File: src/rtl/phase_tracker.sv
// Receiver for the three-phase X/Y/Z machine-cycle strobes. It checks the order and spacing
// of the strobes, reports the current phase and lock status, latches a sticky fault code and
// counts completed triples.
module phase_tracker #(
    parameter int LOCK_TRIPLES = 2,
    parameter int MAX_GAP      = 4,
    parameter int COUNT_WIDTH  = 16
) (
    input  logic                   i_CLOCK,
    input  logic                   i_RESET_N,
    input  logic                   i_CYCLEX,
    input  logic                   i_CYCLEY,
    input  logic                   i_CYCLEZ,
    input  logic                   i_CLEAR_FAULT,
    output logic [1:0]             o_PHASE,
    output logic                   o_LOCKED,
    output logic                   o_FAULT,
    output logic [1:0]             o_FAULT_CODE,
    output logic                   o_TRIPLE_DONE,
    output logic [COUNT_WIDTH-1:0] o_TRIPLE_COUNT,
    output logic [1:0]             o_STATE
);

    typedef enum logic [1:0] {
        HUNT  = 2'd0,
        EXP_Y = 2'd1,
        EXP_Z = 2'd2,
        EXP_X = 2'd3
    } state_t;

    localparam int GAP_W   = $clog2(MAX_GAP + 2);
    localparam int CLEAN_W = $clog2(LOCK_TRIPLES + 1);
    localparam logic [GAP_W-1:0]   GAP_LIMIT    = GAP_W'(MAX_GAP);
    localparam logic [GAP_W-1:0]   GAP_SAT      = GAP_W'(MAX_GAP + 1);
    localparam logic [CLEAN_W-1:0] CLEAN_TARGET = CLEAN_W'(LOCK_TRIPLES);

    localparam logic [1:0] FAULT_MULTI = 2'd1;
    localparam logic [1:0] FAULT_ORDER = 2'd2;
    localparam logic [1:0] FAULT_GAP   = 2'd3;

    state_t             state, state_next;
    logic [GAP_W-1:0]   gap_cnt, gap_next;
    logic [CLEAN_W-1:0] clean_cnt;
    logic [1:0]         phase_next;
    logic [2:0]         strobe_vec, exp_vec;
    logic [1:0]         strobe_cnt;
    logic               fault_hit;
    logic [1:0]         fault_kind;
    logic               triple_hit;

    assign strobe_vec = {i_CYCLEX, i_CYCLEY, i_CYCLEZ};
    assign strobe_cnt = {1'b0, i_CYCLEX} + {1'b0, i_CYCLEY} + {1'b0, i_CYCLEZ};
    assign o_STATE    = state;

    always_comb begin
        state_next = state;
        phase_next = o_PHASE;
        gap_next   = gap_cnt;
        fault_hit  = 1'b0;
        fault_kind = 2'd0;
        triple_hit = 1'b0;
        exp_vec    = 3'b000;

        case (state)
            EXP_Y:   exp_vec = 3'b010;
            EXP_Z:   exp_vec = 3'b001;
            EXP_X:   exp_vec = 3'b100;
            default: exp_vec = 3'b000;
        endcase

        if (state == HUNT) begin
            // Only a lone X starts a sequence; lone Y or Z are ignored while hunting.
            gap_next = '0;
            if (strobe_cnt >= 2'd2) begin
                fault_hit  = 1'b1;
                fault_kind = FAULT_MULTI;
            end else if (i_CYCLEX) begin
                state_next = EXP_Y;
                phase_next = 2'd1;
            end
        end else begin
            if (strobe_cnt >= 2'd2) begin
                fault_hit  = 1'b1;
                fault_kind = FAULT_MULTI;
            end else if (strobe_cnt == 2'd0) begin
                // MAX_GAP idle cycles are legal; the next idle cycle is a timeout.
                if (gap_cnt == GAP_LIMIT) begin
                    fault_hit  = 1'b1;
                    fault_kind = FAULT_GAP;
                end else if (gap_cnt != GAP_SAT) begin
                    gap_next = gap_cnt + 1'b1;
                end
            end else if (strobe_vec == exp_vec) begin
                gap_next = '0;
                case (state)
                    EXP_Y: begin
                        state_next = EXP_Z;
                        phase_next = 2'd2;
                    end
                    EXP_Z: begin
                        state_next = EXP_X;
                        phase_next = 2'd3;
                        triple_hit = 1'b1;
                    end
                    default: begin
                        state_next = EXP_Y;
                        phase_next = 2'd1;
                    end
                endcase
            end else begin
                fault_hit  = 1'b1;
                fault_kind = FAULT_ORDER;
            end
        end

        if (fault_hit) begin
            state_next = HUNT;
            phase_next = 2'd0;
            gap_next   = '0;
        end
    end

    always_ff @(posedge i_CLOCK) begin
        if (!i_RESET_N) begin
            state          <= HUNT;
            gap_cnt        <= '0;
            clean_cnt      <= '0;
            o_PHASE        <= 2'd0;
            o_LOCKED       <= 1'b0;
            o_FAULT        <= 1'b0;
            o_FAULT_CODE   <= 2'd0;
            o_TRIPLE_DONE  <= 1'b0;
            o_TRIPLE_COUNT <= '0;
        end else begin
            state         <= state_next;
            gap_cnt       <= gap_next;
            o_PHASE       <= phase_next;
            o_TRIPLE_DONE <= triple_hit;
            if (triple_hit) begin
                o_TRIPLE_COUNT <= o_TRIPLE_COUNT + 1'b1;
            end

            if (fault_hit) begin
                clean_cnt <= '0;
                o_LOCKED  <= 1'b0;
            end else if (triple_hit) begin
                if (clean_cnt != CLEAN_TARGET) begin
                    clean_cnt <= clean_cnt + 1'b1;
                end
                if (clean_cnt >= CLEAN_TARGET - 1'b1) begin
                    o_LOCKED <= 1'b1;
                end
            end

            // A new fault beats a simultaneous clear; otherwise the first code is kept.
            if (fault_hit) begin
                o_FAULT <= 1'b1;
                if (!o_FAULT || i_CLEAR_FAULT) begin
                    o_FAULT_CODE <= fault_kind;
                end
            end else if (i_CLEAR_FAULT) begin
                o_FAULT      <= 1'b0;
                o_FAULT_CODE <= 2'd0;
            end
        end
    end

endmodule

File: config.mk
export PLATFORM = sky130hd
export DESIGN_NAME = phase_tracker
export DESIGN_NICKNAME = d
export VERILOG_FILES = /design/src/rtl/phase_tracker.sv
export SDC_FILE = /design/constraint.sdc
export NUM_CORES = 1
export LEC_CHECK = 0
export ABC_CLOCK_PERIOD_IN_PS = 2600
export CORE_MARGIN = 2
export CORE_UTILIZATION = 47
export CTS_CLUSTER_SIZE = 24
export DETAILED_ROUTE_END_ITERATION = 7
export PLACE_DENSITY = 0.76
export SLEW_MARGIN = 20
export SYNTH_ARGS = -nofsm -noshare
export SYNTH_HDL_FRONTEND = slang
export SYNTH_SLANG_ARGS = --single-unit
File: constraint.sdc
create_clock -name i_CLOCK -period 2.6 [get_ports i_CLOCK]
set_clock_uncertainty 0.2 [all_clocks]
set_input_delay 0.52 -clock i_CLOCK [delete_from_list [all_inputs] [get_ports i_CLOCK]]
set_output_delay 0.52 -clock i_CLOCK [all_outputs]
set_load 0.05 [all_outputs]
# Yosys cells after proc, flatten, opt, wreduce, memory -nomap -nowiden
# Cells that the tools add are included.
dict set report classes {
  n_addsub 5
  n_lt_le_gt_ge 2
  n_eq_ne 12
  mux 34
  bitwise 2
  n_reduce_logical 14
}
# op n
set ops {}
lappend ops {{2-bit 2-to-1 mux} 14}
lappend ops {{16-bit by 1-bit adder with 16-bit output (second input constant)} 1}
lappend ops {{1-bit 2-to-1 mux} 14}
lappend ops {{3-bit 2-to-1 mux} 4}
lappend ops {{3-bit one-hot mux with 3 select lines} 1}
lappend ops {{2-bit inequality test (second input constant)} 4}
lappend ops {{4-bit AND reduction} 2}
lappend ops {{2-bit AND reduction} 3}
lappend ops {{2-bit nonzero test} 3}
lappend ops {{2-bit equality test (second input constant)} 2}
lappend ops {{2-bit logical NOT} 2}
lappend ops {{2-bit by 1-bit inequality test with 1-bit output (second input constant)} 2}
lappend ops {{2-bit one-hot mux with 2 select lines} 1}
lappend ops {{3-bit by 1-bit adder with 3-bit output (second input constant)} 1}
lappend ops {{3-bit equality test} 1}
lappend ops {{3-bit equality test (second input constant)} 1}
lappend ops {{3-bit inequality test (second input constant)} 1}
lappend ops {{3-bit OR reduction} 1}
lappend ops {{1-bit by 1-bit adder with 2-bit output} 1}
lappend ops {{2-bit by 1-bit adder with 2-bit output} 1}
lappend ops {{2-bit by 1-bit adder with 2-bit output (second input constant)} 1}
lappend ops {{2-bit by 1-bit equality test with 1-bit output (second input constant)} 1}
lappend ops {{2-bit by 1-bit >= comparator with 1-bit output (second input constant)} 1}
lappend ops {{2-bit >= comparator (second input constant)} 1}
lappend ops {{other kinds (4)} 5}
dict set report totals {
  register_bits 28
  in_bits 6
  word_cells 77
}

# Depth between registers and ports, before layout
dict set report depth {
  ltp_word 9
  ltp_mapped 8
  mapped_depth_nobuf 6
}

# Least setup slack after synthesis
# OpenSTA, ideal clock, no wires.
dict set report synth_path {
  kind {reg-to-reg}
  from {reg state[0] (netlist: o_STATE[0])}
  to {reg o_TRIPLE_COUNT[6]}
  setup_ps 70
  arrival_time_ps 2371
  t_required_ps 2330
  slack_ps -41
  stages_incl_launch_ff 8
  n_path_buf 1
  period_less_slack_ps 2641
  cell_sequence {dfxtp_1 > inv_1 > ha_1 > and4bb_4 > nand4_4 > buf_6 > or4_1 > a21oi_1}
}
dict set report synth_via {
  elab_chain_len 7
  word_cells_on_any_way 11
  classes_between {eq/ne (4); mux (6); reduce/logical (1)}
}
# element line
set synth_rtl {}
lappend synth_rtl {{start, declared} 41} ;# state_t state, state_next;
lappend synth_rtl {{start signal, assigned} 135} ;# state <= state_next;
lappend synth_rtl {{2-bit equality test, or another cell as far along} 64} ;# case (state)
lappend synth_rtl {{3-bit one-hot mux with 3 select lines} 64}
lappend synth_rtl {{3-bit equality test} 93} ;# end else if (strobe_vec == exp_vec) begin
lappend synth_rtl {{1-bit 2-to-1 mux} 93}
lappend synth_rtl {{1-bit 2-to-1 mux} 85} ;# end else if (strobe_cnt == 2'd0) begin
lappend synth_rtl {{1-bit 2-to-1 mux} 82} ;# if (strobe_cnt >= 2'd2) begin
lappend synth_rtl {{1-bit 2-to-1 mux *} 71} ;# if (state == HUNT) begin
lappend synth_rtl {{end signal, assigned} 140} ;# o_TRIPLE_COUNT <= o_TRIPLE_COUNT + 1'b1;
lappend synth_rtl {{end, declared} 20} ;# output logic [COUNT_WIDTH-1:0] o_TRIPLE_COUNT,
# Every way passes the cells marked *; elsewhere a longest branch is shown, timed or not.
# A chain may end at the register's enable or synchronous reset.

# Worst setup path after layout
dict set report layout_path {
  from {reg o_TRIPLE_COUNT[2]}
  to {out o_TRIPLE_COUNT[2]}
}
# No word-level cell between the ends.

==> impl_metrics.yaml <==
detailed_routing:
  num_vias: 1646
  dr.pass1.iters: 4
  antenna_left: 0
  wl_per_cell_um: 15.0
  drt_iter0_drc: 70
  viasPerCell: 5.76
  routed_wl_mm: 4.28
  drc: 0
logic_synthesis:
  syn_area_um2: 1670
  synth_seq_cells: 28
  async_flop_share: 0
  synthCells: 191
  synth_top_area_cell: "dfxtp_1"
  yosysUniqueCellTypes: 43
  synth_top_cell_area_share: 0.336
  seq_area_frac_synth: 0.336
  synth.avg_cell_area_um2: 8.75
  synth.area.top_cells: "dfxtp_1 (34%), ha_1 (9.0%), a21oi_1 (6.6%)"
  ys.warnings.count: 0
  syn_nets: 210
  synth_edf_count: 0
  synth-main-ff-cell: "dfxtp_1"
power:
  power.density_nw_per_um2: 384
  power_leakage_nw: 0.842
  irDropWorstVdd_mv: 0.224
  finalPower_uw: 872
placed_design:
  dp_hpwl_mm: 2.96
  place.gp.congestion: 0.743
  io_buffers: 30
  pre_cts_ws_ps: -477
  place_area_um2: 2120
  place_inst: 277
floorplanning:
  core_area_um2: 3360
  io_pins: 31
  die_height_um: 63.6
  initial_core_util: 0.497
  num_rows: 21
  die_w_um: 63.6
  dieArea_um2: 4050
global_routing:
  overflow: 0
  grt_antenna_before_repair: 0
  grt_usage: 0.228
  grt_pass1_vias: 1644
  grt_max_degree: 18
  grt_pass1_wl_mm: 7.47
timing:
  min_period_ps: 2450
  timing.slew.headroom: 0.656
  fmax_mhz: 408
  setup_viol: 0
  fin_crit_sh: 0.943
  drv_slew: 0
  worst_pin_slew_ps: 514
  rsz0062_at_grt: "false"
  setup_slack_ps: 148
  final_hold_viol_count: 0
finish:
  final-seq-area_um2: 563
  fillCellCount: 284
  multiInputGateArea_um2: 1070
  syn_to_final_growth_pct: 36.1
  layoutNonFillerInstCount: 286
  n_antenna_cell: 0
  drive_above_1_share: 0.175
  final_net_count: 260
  design_area_um2: 2270
clock_tree:
  cts_sinks: 28
  clock_latency_ps: 350
  cts_root_buf: "clkbuf_4"
  cts_tree: "done"
  clk_pin_slew_ps: 160
  cts-htree-levels: 1
  clk_path_buf_depth: 2
  cts_buffers: 3
  hold_buffers: 0
critical_path:
  critical_path_class: "reg2out"
  end_kind: "output pin"
  cp_max_fo: 9
  path_cells: "clkdlybuf4s50_1"
  path_buf_inv: 1
  crit_family: "buffers and inverters"
  cp_data_required_time_ps: 1880
  critPathSlowestCell: "clkdlybuf4s50_1"
  arrival_ps: 1730
  start_kind: "register"
  max_stage_delay_ps: 870
job:
  maxCapViolCount: 0
worst_hold_path:
  hold_class: "reg2reg"
outcome:
  outcome: "finished clean"
==> layout make-up <==
cell class / instances / area share
Clock buffer: 3 / 0.00991
Multi-Input combinational cell: 141 / 0.473
Tap cell: 46 / 0.0253
Sequential cell: 28 / 0.248
Timing Repair Buffer: 52 / 0.206
Clock inverter: 1 / 0.0132
Inverter: 15 / 0.0248
==> layout by cell type (no fill, tap or decap), types with 6 or more instances in the layout <==
master	Yosys	routed
clkdlybuf4s50_1	0	27
dfxtp_1	28	26
buf_4	2	22
a21oi_1	22	21
inv_1	14	14
nand2_1	12	12
ha_1	12	12
nor2_1	9	9
or4_1	10	9
o31ai_1	8	8
o21ai_0	6	6
nand3_1	6	6
nand4_1	6	6
==> worst paths after layout <==
path | cells past startpoint | startpoint | slack [ps] | end
setup / recovery | 1 | o_TRIPLE_COUNT[2] | 150 | o_TRIPLE_COUNT[2]
hold / removal | 2 | o_TRIPLE_COUNT[15] | 270 | o_TRIPLE_COUNT[15]
setup reg to reg | 6 | o_STATE[1] | 220 | o_TRIPLE_COUNT[5]
hold reg to reg | 2 | o_TRIPLE_COUNT[15] | 270 | o_TRIPLE_COUNT[15]
==> sequential cells by signal, indices dropped and copies added (netlist names) <==
| name | flops |
|---|---|
| clean_cnt | 2 |
| o_FAULT | 1 |
| o_TRIPLE_COUNT | 16 |
| o_TRIPLE_DONE | 1 |
| o_STATE | 2 |
| o_FAULT_CODE | 2 |
| o_LOCKED | 1 |
| gap_cnt | 3 |
==> cells by family after synthesis <==
group                      Yosys count  synth area share
AOI/OAI and AO/OA                   53             0.199
adders and majority gates           13             0.102
DFF                                 28             0.336
xor gates and xnor gates             7            0.0457
and+or+nand+nor                     62             0.230
buffers and inverters               24            0.0637
muxes                                4            0.0247
==> where the power goes <==
| part | leakage [nW] | internal (mW) | switching, mW | total [mW] |
|---|---|---|---|---|
| Combinational | 0.587 | 0.0564 | 0.0778 | 0.134 |
| Clock | 0.0279 | 0.156 | 0.144 | 0.301 |
| Sequential | 0.227 | 0.434 | 0.00385 | 0.437 |
==> cell usage after synthesis, types with 4 or more instances <==
cell type,n
clkbuf_1,5
nand3_1,6
nand2b_1,4
o21ai_0,6
nand2_1,12
dfxtp_1,28
o31ai_1,8
a21oi_1,22
or4_1,10
ha_1,12
inv_1,14
o21ai_1,5
nor2_1,9
nand4_1,6
==> through the flow <==
step	hold WS [ps]	setup TNS, ps	util
after CTS	282	0	0.666
after detailed placement	260	-9190	0.631
after floorplan	255	0	-
final	275	0	0.676
after global placement	253	-7680	0.631
after global routing	305	0	0.676
==> timing repair <==
action | 4_1_cts | 5_1_grt
buffers inserted | 3 | 0
pin swaps | 2 | 2
cloned | 2 | 0
endpoints found under the setup margin | 13 | 19
resized for setup | 3 | 8
==> layer usage <==
layer  track usage  routed length [um]  part of all wire
met1         0.288                1890              0.44
met2         0.395                2150              0.50
met3        0.0232                 183             0.043
met4        0.0897                  59             0.014
met5             0                   0                 0
No activity file was read; power rests on OpenSTA's default activity.
